**src/rtl/firebird7_in_gate2_edt_channel_out_pipe.sv**
```systemverilog
// firebird7_in_gate2_edt_channel_out_pipe
//
// Output-channel retiming pipeline for the gate2 EDT logic. It sits directly
// after the 2x1 channel output mux. On each shift it masks individual channels
// and moves the data through DEPTH register stages toward the scan-out pads.
// A saturating fill counter records how many shifts have entered since the
// last EDT update, so the tester side knows when the pipe holds fresh data.
//
// Parameters
//   WIDTH        number of output channels (1..16), equal to the upstream mux width
//   DEPTH        number of pipeline stages (1..8)
//
// Ports
//   edt_clock    EDT shift clock; all state changes on its rising edge
//   edt_reset_n  asynchronous active-low reset
//   pipe_in      channel bits from the upstream mux
//   shift_en     pipeline advances only while this is high
//   edt_update   one-cycle pulse at pattern-load start; clears the fill counter
//   edt_bypass   1 = pipe_out taken combinationally from pipe_in
//   chan_mask    1 = force that channel to 0 as it enters stage 0
//   pipe_out     retimed channel bits to the scan-out pads
//   pipe_primed  high once DEPTH shifts have entered since the last update
//   fill_cnt     shifts since the last update, saturating at DEPTH

module firebird7_in_gate2_edt_channel_out_pipe #(
   parameter  int WIDTH = 2,
   parameter  int DEPTH = 2,
   localparam int CW    = $clog2(DEPTH + 1)
) (
   input  logic             edt_clock,
   input  logic             edt_reset_n,
   input  logic [WIDTH-1:0] pipe_in,
   input  logic             shift_en,
   input  logic             edt_update,
   input  logic             edt_bypass,
   input  logic [WIDTH-1:0] chan_mask,
   output logic [WIDTH-1:0] pipe_out,
   output logic             pipe_primed,
   output logic [CW-1:0]    fill_cnt
);

   localparam logic [CW-1:0] FULL_CNT = CW'(DEPTH);

   logic [WIDTH-1:0] stage_r [DEPTH];
   logic [CW-1:0]    fill_cnt_r;

   // Data stages: the mask is applied only as data enters stage 0, so a mask
   // change never alters data that is already in flight.
   always_ff @(posedge edt_clock or negedge edt_reset_n) begin
      if (!edt_reset_n) begin
         for (int k = 0; k < DEPTH; k++) begin
            stage_r[k] <= {WIDTH{1'b0}};
         end
      end else if (shift_en) begin
         stage_r[0] <= pipe_in & ~chan_mask;
         for (int k = 1; k < DEPTH; k++) begin
            stage_r[k] <= stage_r[k-1];
         end
      end else begin
         for (int k = 0; k < DEPTH; k++) begin
            stage_r[k] <= stage_r[k];
         end
      end
   end

   // Fill counter: an update clears it even when the data shifts in the same
   // cycle, so that shift is not counted. Otherwise it counts shifts and
   // saturates at DEPTH.
   always_ff @(posedge edt_clock or negedge edt_reset_n) begin
      if (!edt_reset_n) begin
         fill_cnt_r <= {CW{1'b0}};
      end else if (edt_update) begin
         fill_cnt_r <= {CW{1'b0}};
      end else if (shift_en && (fill_cnt_r < FULL_CNT)) begin
         fill_cnt_r <= fill_cnt_r + CW'(1);
      end else begin
         fill_cnt_r <= fill_cnt_r;
      end
   end

   // Output mux: bypass is an unmasked combinational path and does not stop
   // the stages from shifting underneath it.
   always_comb begin
      pipe_out = {WIDTH{1'b0}};
      if (edt_bypass) begin
         pipe_out = pipe_in;
      end else begin
         pipe_out = stage_r[DEPTH-1];
      end
   end

   assign fill_cnt    = fill_cnt_r;
   assign pipe_primed = (fill_cnt_r == FULL_CNT);

endmodule

```
**config.mk**
```make
export PLATFORM = sky130hd
export DESIGN_NAME = firebird7_in_gate2_edt_channel_out_pipe
export DESIGN_NICKNAME = d
export VERILOG_FILES = /design/src/rtl/firebird7_in_gate2_edt_channel_out_pipe.sv
export SDC_FILE = /design/constraint.sdc
export NUM_CORES = 1
export LEC_CHECK = 0
export BUFFER_PORTS_ARGS = -buffer_cell sky130_fd_sc_hd__clkbuf_2
export CORE_AREA = 2 2 39 41
export CTS_CLUSTER_DIAMETER = 120
export DETAILED_ROUTE_END_ITERATION = 8
export DIE_AREA = 0 0 41 43
export PLACE_DENSITY = 0.42
export SLEW_MARGIN = 10
export SYNTH_ARGS = -nofsm -noshare
export SYNTH_HDL_FRONTEND = slang
export SYNTH_SLANG_ARGS = --single-unit
```
**constraint.sdc**
```tcl
create_clock -name edt_clock -period 1.56 [get_ports edt_clock]
set_input_delay 0 -clock edt_clock [delete_from_list [all_inputs] [get_ports edt_clock]]
set_output_delay 0 -clock edt_clock [all_outputs]
set_load 0.02 [all_outputs]
```
==> impl_metrics.json <==
{
  "die_h_um": 43,
  "final_common_cell": "clkbuf_2",
  "holdPathStages": 3,
  "netlist_instances": 26,
  "setup_violations": 0,
  "fp.dieW_um": 41,
  "cts-buffers-inserted": 3,
  "crit_chain": "inv_1, ha_1, nand2b_1, a21oi_1",
  "port_buffers": 13,
  "finalHoldViolCount": 0,
  "wl_met3_um": 65,
  "worstHoldEndpoint": "stage_r[3]",
  "drt-initial-drc-count": 2,
  "overflow": 0,
  "dr_wl_met2_um": 267,
  "dieArea_um2": 1763,
  "final_core_util_pct": 31.28,
  "clk_pin_slew_worst_paths_ns": 0.04,
  "rows": 14,
  "start_util_pct": 22.15,
  "leakage_nw": 0.2258,
  "fillers": 143,
  "p_int_uw": 312.2,
  "synth_area_um2": 306.5,
  "post_drt_wl_per_cell_um": 10.03,
  "final_nets": 56,
  "htree_num_levels": 1,
  "powerDensity_nw_per_um2": 991.7,
  "crit_path_top_delay_cell": "dfrtp_1",
  "p_sw_share_pct": 27.28,
  "comb_power_share_pct": 24.2,
  "tritoncts": "built",
  "drive_gt1_share_pct": 47.73,
  "finClkSkew_ns": 0.001498,
  "hold_path.class": "in2reg",
  "wl_um": 602,
  "top_layer": "met3",
  "ioPinCount": 14,
  "clk_latency_ns": 0.24,
  "yosys-top-cells-area": "dfrtp_1 49%, mux2_2 11%, inv_1 4.9%",
  "grt_pass1_wl_um": 972,
  "hold_buffers": 3,
  "end_kind": "register",
  "yosys.area.top_type": "dfrtp_1",
  "ys_seq_elements": 6,
  "slew_headroom_pct": 87.71,
  "synth_cell_types": 16,
  "final_cell_mix": "13 x clkbuf_2, 6 x dfrtp_1, 4 x inv_1",
  "cts.sinks": 6,
  "fmax_ghz": 0.9286,
  "slowest_delay_ns": 0.38,
  "cp_data_required_time_ns": 1.72,
  "reg2reg_from": "fill_cnt[0]",
  "peakVddDrop_mv": 0.3007,
  "root_buffer": "clkbuf_4",
  "cap_violations": 0,
  "worstPathArrival_ns": 1.24,
  "drt_pass1_iterations": 2,
  "period_share_pct": 69.03,
  "syn_avg_cell_area_um2": 11.79,
  "dp_hpwl_um": 478.6,
  "tns_ns": 0,
  "p_switching_uw": 117.1,
  "cts_buffer_depth": 2,
  "critPathLaunchType": "register",
  "grt_max_degree": 9,
  "path_max_fanout": 4,
  "hold_start": "pipe_in[1]",
  "synthesis.nets": 36,
  "ant_nets": 0,
  "r2r-end": "fill_cnt[1]",
  "pwr-share-clk_pct": 32.2,
  "reg2reg_slack_ns": 0.48,
  "rsz0062_at_grt": "no",
  "final_max_slew_viol_count": 0,
  "gp_congestion": 0.5466,
  "antenna_found_initial": 0,
  "min_period_ns": 1.077,
  "grtUsageTotal_pct": 8.713,
  "tightest_slew_ns": 0.1844,
  "reg2reg_depth": 4,
  "drc": 0,
  "dp_slack_ns": 0.4821,
  "vias": 239,
  "grt_pass1_vias": 258,
  "worst-setup-path-type": "reg2reg",
  "synth_top_area_share_pct": 48.98,
  "run_status": "finished clean",
  "cts_setup_buffers": 0,
  "diodes": 0,
  "seq_power_share_pct": 43.6,
  "ys_seq_area_share_pct": 48.98,
  "met1_length_um": 269,
  "synth_warnings": 0,
  "ctsResizeCount": 0,
  "viasPerCell": 3.983,
  "layout_setup_ws_ns": 0.4831,
  "core_region_area_um2": 1384,
  "area_growth_pct": 41.22
}
[area by class of cell]
type                            count  area, um^2  share of cell area, %
Inverter                            4       15.01                  3.468
Timing Repair Buffer               16       95.09                  21.97
Multi-Input combinational cell     15       130.1                  30.06
Sequential cell                     6       150.1                  34.68
Clock buffer                        3       22.52                  5.202
Tap cell                           16       20.02                  4.624
[layer usage]
metal,global-route usage [%],vias to the layer above
met2,12.19,13
met4,8.000,0
met5,0,-
met1,9.603,103
met3,3.141,0
li1,-,123
[worst max-delay path, delay by kind of cell (launching register included)]
kind / cells / cell delay [ns]
AO/OA/AOI/OAI: 1 / 0.14
adder cells (fa/ha/maj): 1 / 0.28
flip-flops: 1 / 0.38
buffers and inverters: 1 / 0.06
AND/OR/NAND/NOR: 1 / 0.14
[worst max path at each step]
stage	slack, ns	end	from	cells after the start
after global routing	0.42	fill_cnt[1]	fill_cnt[1]	3
after detailed placement	0.48	fill_cnt[1]	fill_cnt[0]	4
after CTS	0.48	fill_cnt[1]	fill_cnt[1]	3
after floorplan	0.44	fill_cnt[1]	fill_cnt[0]	4
final	0.48	fill_cnt[1]	fill_cnt[0]	4
after global placement	0.55	fill_cnt[1]	fill_cnt[1]	3
[synthesized netlist by cell type]
cell type,number
a21oi_1,1
buf_6,1
dfrtp_1,6
ha_1,1
inv_1,4
mux2_1,1
mux2_2,3
mux2_4,1
nand2_1,1
nand2b_1,1
nand3b_1,1
nor2_1,1
nor2b_1,1
nor2b_4,1
o21ai_0,1
o22ai_1,1
[cell families (layout without fill, tap and decap cells)]
group                    count (synthesis)  count (layout)  synth area share (%)
AND/OR/NAND/NOR                          6               6                 13.47
AO/OA/AOI/OAI                            3               3                 5.304
buffers and inverters                    5              23                 8.570
adder cells (fa/ha/maj)                  1               1                 4.081
flip-flops                               6               6                 48.98
multiplexers                             5               5                 19.59
[sequential cells by signal, summed over array words and instances (netlist names)]
signal,count
stage_r,4
fill_cnt,2
[per-stage QoR]
stage                     cells  hold slack, ns  total power [mW]  area (um^2)
after global routing         60         0.03627            0.4545        432.9
after global placement       54         -0.1704            0.2824        380.4
after detailed placement     54         -0.1627            0.2891        380.4
final                        60         0.01913            0.4293        432.9
after floorplan              26         -0.2956            0.2539        306.5
after CTS                    60        0.008698            0.4378        432.9
[power by group through the flow]
stage	Sequential, mW	Combinational (mW)	Clock, mW
after floorplan	0.195	0.0585	0
after global placement	0.187	0.0952	0
after detailed placement	0.190	0.0995	0
after CTS	0.187	0.106	0.145
after global routing	0.190	0.116	0.148
final	0.187	0.104	0.138
Note: power is estimated with default switching activity, not from simulation.
